`src/rtl/axil_copy_master.sv`:
```
// axil_copy_master: AXI4-Lite master that copies a run of 32-bit words from src to dst,
// one read then one write per word. Define COPY_VERIFY_EN to read back and compare each word.
module axil_copy_master #(
    parameter int unsigned LEN_W = 16
) (
    input  logic             clk,
    input  logic             reset,
    input  logic             start_i,
    input  logic [31:0]      src_addr_i,
    input  logic [31:0]      dst_addr_i,
    input  logic [LEN_W-1:0] len_words_i,
    output logic             busy_o,
    output logic             done_o,
    output logic             err_o,
    output logic [LEN_W-1:0] words_done_o,
    output logic [31:0]      araddr_o,
    output logic             arvalid_o,
    input  logic             arready_i,
    input  logic [31:0]      rdata_i,
    input  logic [1:0]       rresp_i,
    input  logic             rvalid_i,
    output logic             rready_o,
    output logic [31:0]      awaddr_o,
    output logic             awvalid_o,
    input  logic             awready_i,
    output logic [31:0]      wdata_o,
    output logic [3:0]       wstrb_o,
    output logic             wvalid_o,
    input  logic             wready_i,
    input  logic [1:0]       bresp_i,
    input  logic             bvalid_i,
    output logic             bready_o
);

`ifdef COPY_VERIFY_EN
    typedef enum logic [2:0] {S_IDLE, S_AR, S_R, S_W, S_B, S_DONE, S_RB_AR, S_RB_R} state_t;
`else
    typedef enum logic [2:0] {S_IDLE, S_AR, S_R, S_W, S_B, S_DONE} state_t;
`endif

    state_t           r_state;
    logic [31:0]      r_src;
    logic [31:0]      r_dst;
    logic [31:0]      r_data;
    logic [31:0]      r_araddr;
    logic [LEN_W-1:0] r_len;
    logic [LEN_W-1:0] r_words;
    logic             r_err;
    logic             r_busy;
    logic             r_done;
    logic             r_arvalid;
    logic             r_rready;
    logic             r_awvalid;
    logic             r_wvalid;
    logic             r_bready;

    logic [31:0] w_src_al;
    logic [31:0] w_dst_al;
    logic [31:0] w_src_next;
    logic [31:0] w_dst_next;
    logic        w_aw_done;
    logic        w_w_done;
    logic        w_last;

    assign w_src_al   = {src_addr_i[31:2], 2'b00};
    assign w_dst_al   = {dst_addr_i[31:2], 2'b00};
    assign w_src_next = r_src + 32'd4;
    assign w_dst_next = r_dst + 32'd4;
    // A channel counts as done once its valid has dropped or is being accepted this cycle
    assign w_aw_done  = ~r_awvalid | awready_i;
    assign w_w_done   = ~r_wvalid | wready_i;
    assign w_last     = (r_words + LEN_W'(1)) == r_len;

    always_ff @(posedge clk) begin
        if (reset) begin
            r_state   <= S_IDLE;
            r_src     <= '0;
            r_dst     <= '0;
            r_data    <= '0;
            r_araddr  <= '0;
            r_len     <= '0;
            r_words   <= '0;
            r_err     <= 1'b0;
            r_busy    <= 1'b0;
            r_done    <= 1'b0;
            r_arvalid <= 1'b0;
            r_rready  <= 1'b0;
            r_awvalid <= 1'b0;
            r_wvalid  <= 1'b0;
            r_bready  <= 1'b0;
        end else begin
            case (r_state)
                S_IDLE: begin
                    if (start_i) begin
                        r_src   <= w_src_al;
                        r_dst   <= w_dst_al;
                        r_len   <= len_words_i;
                        r_err   <= 1'b0;
                        r_words <= '0;
                        r_busy  <= 1'b1;
                        if (len_words_i == '0) begin
                            r_done  <= 1'b1;
                            r_state <= S_DONE;
                        end else begin
                            r_arvalid <= 1'b1;
                            r_araddr  <= w_src_al;
                            r_state   <= S_AR;
                        end
                    end
                end
                S_AR: begin
                    if (arready_i) begin
                        r_arvalid <= 1'b0;
                        r_rready  <= 1'b1;
                        r_state   <= S_R;
                    end
                end
                S_R: begin
                    if (rvalid_i) begin
                        r_rready <= 1'b0;
                        r_data   <= rdata_i;
                        if (rresp_i != 2'b00) begin
                            r_err   <= 1'b1;
                            r_done  <= 1'b1;
                            r_state <= S_DONE;
                        end else begin
                            r_awvalid <= 1'b1;
                            r_wvalid  <= 1'b1;
                            r_state   <= S_W;
                        end
                    end
                end
                S_W: begin
                    if (awready_i) r_awvalid <= 1'b0;
                    if (wready_i)  r_wvalid  <= 1'b0;
                    if (w_aw_done && w_w_done) begin
                        r_bready <= 1'b1;
                        r_state  <= S_B;
                    end
                end
                S_B: begin
                    if (bvalid_i) begin
                        r_bready <= 1'b0;
                        if (bresp_i != 2'b00) begin
                            r_err   <= 1'b1;
                            r_done  <= 1'b1;
                            r_state <= S_DONE;
                        end else begin
`ifdef COPY_VERIFY_EN
                            r_arvalid <= 1'b1;
                            r_araddr  <= r_dst;
                            r_state   <= S_RB_AR;
`else
                            r_words <= r_words + LEN_W'(1);
                            r_src   <= w_src_next;
                            r_dst   <= w_dst_next;
                            if (w_last) begin
                                r_done  <= 1'b1;
                                r_state <= S_DONE;
                            end else begin
                                r_arvalid <= 1'b1;
                                r_araddr  <= w_src_next;
                                r_state   <= S_AR;
                            end
`endif
                        end
                    end
                end
`ifdef COPY_VERIFY_EN
                S_RB_AR: begin
                    if (arready_i) begin
                        r_arvalid <= 1'b0;
                        r_rready  <= 1'b1;
                        r_state   <= S_RB_R;
                    end
                end
                S_RB_R: begin
                    if (rvalid_i) begin
                        r_rready <= 1'b0;
                        if ((rresp_i != 2'b00) || (rdata_i != r_data)) begin
                            r_err   <= 1'b1;
                            r_done  <= 1'b1;
                            r_state <= S_DONE;
                        end else begin
                            r_words <= r_words + LEN_W'(1);
                            r_src   <= w_src_next;
                            r_dst   <= w_dst_next;
                            if (w_last) begin
                                r_done  <= 1'b1;
                                r_state <= S_DONE;
                            end else begin
                                r_arvalid <= 1'b1;
                                r_araddr  <= w_src_next;
                                r_state   <= S_AR;
                            end
                        end
                    end
                end
`endif
                S_DONE: begin
                    r_done  <= 1'b0;
                    r_busy  <= 1'b0;
                    r_state <= S_IDLE;
                end
                default: r_state <= S_IDLE;
            endcase
        end
    end

    assign busy_o       = r_busy;
    assign done_o       = r_done;
    assign err_o        = r_err;
    assign words_done_o = r_words;
    assign araddr_o     = r_araddr;
    assign arvalid_o    = r_arvalid;
    assign rready_o     = r_rready;
    assign awaddr_o     = r_dst;
    assign awvalid_o    = r_awvalid;
    assign wdata_o      = r_data;
    assign wstrb_o      = {4{r_wvalid}};
    assign wvalid_o     = r_wvalid;
    assign bready_o     = r_bready;

endmodule

```
`config.mk`:
```
export PLATFORM = sky130hd
export DESIGN_NAME = axil_copy_master
export DESIGN_NICKNAME = d
export VERILOG_FILES = /design/src/rtl/axil_copy_master.sv
export SDC_FILE = /design/constraint.sdc
export NUM_CORES = 1
export LEC_CHECK = 0
export BUFFER_PORTS_ARGS = -buffer_cell sky130_fd_sc_hd__buf_2
export CORE_AREA = 8 8 184 186
export DETAILED_ROUTE_END_ITERATION = 6
export DIE_AREA = 0 0 192 194
export PLACE_DENSITY = 0.59
export SLEW_MARGIN = 40
export SYNTH_ARGS = -nofsm -noshare
export SYNTH_HDL_FRONTEND = slang
export SYNTH_SLANG_ARGS = --single-unit
```
`constraint.sdc`:
```
create_clock -name clk -period 4 [get_ports clk]
set_clock_uncertainty 0.15 [all_clocks]
set_input_delay 0.4 -clock clk [delete_from_list [all_inputs] [get_ports clk]]
set_output_delay 0.4 -clock clk [all_outputs]
set_load 0.05 [all_outputs]
```
Word-level counts from Yosys, hierarchy flattened

Index checks and enable logic that the tools add are counted.

Register bits after elaboration: 171
Input port bits: 124

$add $sub $neg: 3
Eq/ne operators: 21
Multiplexer cells: 61
Bitwise gates (word level): 4
Reduce and logical (&&, ||, !) cells: 26

Operator list:

| cell                                                | count |
|---|---|
| 2-to-1 mux 32 bit                                   | 11 |
| case mux 32 bit (2 select lines)                    | 3 |
| adder 32 x 3 -> 32 bit, second input constant       | 2 |
| 2-to-1 mux 16 bit                                   | 3 |
| case mux 16 bit (2 select lines)                    | 1 |
| inequality test 2 bit, second input constant        | 14 |
| 2-to-1 mux 3 bit                                    | 9 |
| 2-to-1 mux 1 bit                                    | 25 |
| adder 16 x 1 -> 16 bit, second input constant       | 1 |
| equality test 16 bit                                | 1 |
| logical NOT 16 bit                                  | 1 |
| case mux 3 bit (5 select lines)                     | 1 |
| AND reduction 7 bit                                 | 2 |
| nonzero test 2 bit                                  | 7 |
| AND reduction 4 bit                                 | 3 |
| AND reduction 6 bit                                 | 2 |
| case mux 1 bit (2 select lines)                     | 5 |
| equality test 3 x 2 -> 1 bit, second input constant | 2 |
| equality test 3 bit, second input constant          | 2 |
| case mux 1 bit (3 select lines)                     | 2 |
| AND reduction 2 bit                                 | 3 |
| AND reduction 3 bit                                 | 2 |
| nonzero test 3 bit                                  | 2 |
| AND reduction 5 bit                                 | 1 |
| other kinds (8)                                     | 10 |

Logic depth before layout (Yosys ltp)

Depth in word-level cells: 6
Depth in mapped cells: 11
Mapped depth without buffers: 8

Worst setup path before layout

No wires, ideal clock.

Path type: reg-to-reg
Start point: register r_words[0] (netlist: words_done_o[0])
End point: register r_araddr[25] (netlist: araddr_o[25])
Library setup time: 115 ps
Data arrival time: 3298 ps
Data required time: 3735 ps
Slack: 437 ps
Stages on the path, launching flop included: 10
Path buffers: 1
Clock period less this slack: 3563 ps
Path through: dfxtp_1 > ha_1 > nand3_1 > or3_1 > a211oi_1 > or4b_4 > or4_4 > buf_6 > and3_1 > a31o_1

Cells in the longest elaborated chain, start to end: 4

Ends and longest elaborated chain:

| what                            | RTL line | text |
|---|---|---|
| from (decl)                     | 47       | `logic [LEN_W-1:0] r_words;` |
| from (signal assigned)          | 154      | `r_words <= r_words + LEN_W'(1);` |
| adder 16 x 1 -> 16 bit          | 72       | `assign w_last = (r_words + LEN_W'(1)) == r_len;` |
| equality test 16 bit            | 72       |  |
| inequality test 2 bit (no line) | -        |  |
| AND reduction 6 bit (no line)   | -        |  |
| to (signal assigned)            | 106      | `r_araddr <= w_src_al;` |
| to (signal assigned)            | 162      | `r_araddr <= w_src_next;` |
| to (decl)                       | 45       | `logic [31:0] r_araddr;` |

No other way between the ends.
A chain may end at the register's enable or synchronous reset.

Worst setup path after layout

Start point: register r_words[0] (netlist: words_done_o[0])
End point: register r_araddr[29] (netlist: araddr_o[29])

The elaborated chain is that of the path after synthesis.

==> out/results.tsv <==
metric	value	unit
Syn Area/Cell	7.24	µm²
f_max	289	MHz
IO buf count	241	
Clk Latency, worst-skew pair	0.45	ns
wire per inst	17.0	µm
# setup viols final	0	
Starting Density	29.4	%
Comb pwr share	22.4	%
period utilization	86.6	%
layout cells sized above 1	21.9	%
outcome	completed	
commonest cells in the netlist	nand2_1, dfxtp_1, a21oi_1	
CTS tree	yes	
top cells by area, synth	dfxtp_1, nand2_1, a21oi_1, nor2_1, o21ai_0	
cell count after synthesis	1260	
CTS clk-pin slew, worst paths	0.07	ns
Synth Flop Type	dfxtp_1	
first-pass GRT wire length	50100	µm
core area	31100	µm²
DRT Pass-1 Iters	5	
Slew headroom	48.2	%
CP Max Fanout	28	
EDFF count, synth	0	
delay-heaviest family, CP	simple AND/OR/NAND/NOR gates	
Remaining DRCs	0	
root buffer cell	clkbuf_16	
P&R area growth vs syn	23.1	%
Setup Fix Bufs, Post-CTS	0	
die area	37200	µm²
die width	192	µm
Pint	3.10	mW
min-delay worst type	input port to flop	
routed via count	9622	
slowest CP cell	or4_4	
pwr dens	428	nW/µm²
Critical Path, Cell by Cell	ha_1 > nand3_1 > or3_1 > a211oi_1 > or4b_4 > or4_4 > and3_1 > a31o_1	
final net count	1562	
total buffers and inverters traversed by the critical path	0	
most frequent cell after synthesis	nand2_1	
I/O Pins	248	
NetSw	1.71	mW
antenna cells	0	
overall global routing resource usage	16.5	%
async set-reset flop share out of synthesis	0	%
max-slew violations	0	
Yosys Warn Count	0	
Setup crit end kind	flop	
CTS Buffer Depth	2	
Avg Vias per Cell	5.20	
sw frac	35.6	%
total power draw	4.81	mW
Post-Route WL	31400	µm
RSZ-0062 raised after global routing	no	
Synth Register Bits	169	
largest net degree at the start of global routing	68	
peak supply drop	258	µV
Hold Vio Cnt, Final	0	
die height	194	µm
vias in the first global route	9300	
hold_buf cts	0	
post-synthesis sequential area ratio	37.1	%
WS Path Type	flop to flop	
max-cap violation count	0	
final worst path period need	3.46	ns
synthesized cell area	9120	µm²
Final HPWL DP	22700	µm
Clock power frac	37.0	%
GP Congestion	0.864	
Unique masters post-synth	64	
# clock sinks	169	
grt total ovfl	0	
drt initial violations	551	
initial antenna violation count	1	
share of the synthesized area in the top cell type	37.1	%
fillcell total	3328	
Setup TNS	0	ns
CTS resizes	0	
Inst Count DP	1818	
ANT nets after route	0	
crit path DAT	3.65	ns
Synth area leader	dfxtp_1	
H-tree Lvls	4	
static leakage	4.42	nW
sequential share of power	40.6	%
critical path's largest stage delay	0.70	ns
crit start category	flop	
WP data required	4.19	ns
row count	65	
Non-Filler Instances	1850	
Slew @ Worst Pin	0.769	ns
cts bufs inserted	17	
-- power by group through the flow --
| stage | Sequential (mW) | Clock (mW) | Combinational [mW] |
|---|---|---|---|
| 2_1_floorplan | 2.23 | 0 | 0.504 |
| 3_3_place_gp | 1.98 | 0 | 1.07 |
| 3_5_place_dp | 1.99 | 0 | 1.09 |
| 4_1_cts | 1.95 | 1.84 | 1.09 |
| 5_1_grt | 1.98 | 1.90 | 1.18 |
| 6_report | 1.95 | 1.78 | 1.08 |
-- worst paths after layout --
| kind | startpoint | to | slack [ns] | cells past startpoint |
|---|---|---|---|---|
| max | words_done_o[0] | araddr_o[29] | 0.54 | 8 |
| max reg2reg | words_done_o[0] | araddr_o[29] | 0.54 | 8 |
| min reg2reg | araddr_o[21] | araddr_o[21] | 0.29 | 2 |
| min | wready_i | wvalid_o | 0.04 | 2 |
-- routing by layer --
metal  global-route usage (%)  part of all wire (%)
met1                     20.7                    45
met2                     27.6                    48
met3                     4.48                   6.5
met4                     4.10                   1.1
met5                        0                 0.041
-- final cells by class --
type	count	area (µm²)	area share [%]
multi-input cells	970	5260	46.9
flip-flops and latches	169	3380	30.1
repair buffers	264	1410	12.5
well taps	402	503	4.48
clock buffers	17	425	3.79
clock inverters	15	199	1.77
inverters	13	48.8	0.435
-- cells in the final DEF, fill, tap and decap left out, types with 6 or more instances in the layout --
master     Yosys  routed
nand2_1      207     206
or3_1         12      12
dfxtp_1      169     169
and4_1         9       9
or4_1          6       6
clkbuf_16      0      17
a311oi_1       8       8
buf_2          5     240
a31oi_1       10      10
nor4_1        26      25
xnor2_1       30      30
mux2i_1        6       6
nand3_1       47      47
nor2b_1       10      10
nor3_1        20      20
o21ai_0       97      97
inv_1         12      12
nand2b_1       8       8
a211oi_1      38      38
o22ai_1        7       7
a21oi_1      145     145
a22oi_1       16      16
and2_1         7       6
nand4_1       29      29
o21ai_1       11      10
buf_4          6      22
nor2_1       136     135
xor2_1        12      12
and3_1        11      11
-- sequential cells by signal, summed over array words and instances, names as in the netlist --
signal        cells
araddr_o         32
r_src            32
wdata_o          32
awaddr_o         30
r_len            16
words_done_o     16
r_state           3
arvalid_o         1
awvalid_o         1
bready_o          1
busy_o            1
done_o            1
err_o             1
rready_o          1
wvalid_o          1
-- metrics by stage --
stage / hold slack [ns] / utilization [%] / cell area [µm²] / setup WS, ns
6_report: 0.0381 / 36.1 / 11200 / 0.538
2_1_floorplan: 0.294 / - / 9120 / 0.437
3_5_place_dp: 0.286 / 34.1 / 10600 / 0.565
4_1_cts: 0.00630 / 36.1 / 11200 / 0.565
3_3_place_gp: 0.287 / 34.1 / 10600 / 0.595
5_1_grt: 0.0141 / 36.1 / 11200 / 0.326
-- logic make-up (layout without fill, tap and decap cells) --
logic type                 after synthesis  after routing  share of synthesized area, %
and+or+nand+nor                        550            550                          28.6
AOI/OAI and AO/OA                      367            367                          23.5
DFF                                    169            169                          37.1
buffers and inverters                  122            309                          5.67
xor gates and xnor gates                42             42                          4.03
muxes                                    6              6                         0.659
adders and majority gates                3              3                         0.412
other                                    1              2                        0.0411
(Power assumes the default switching activity.)
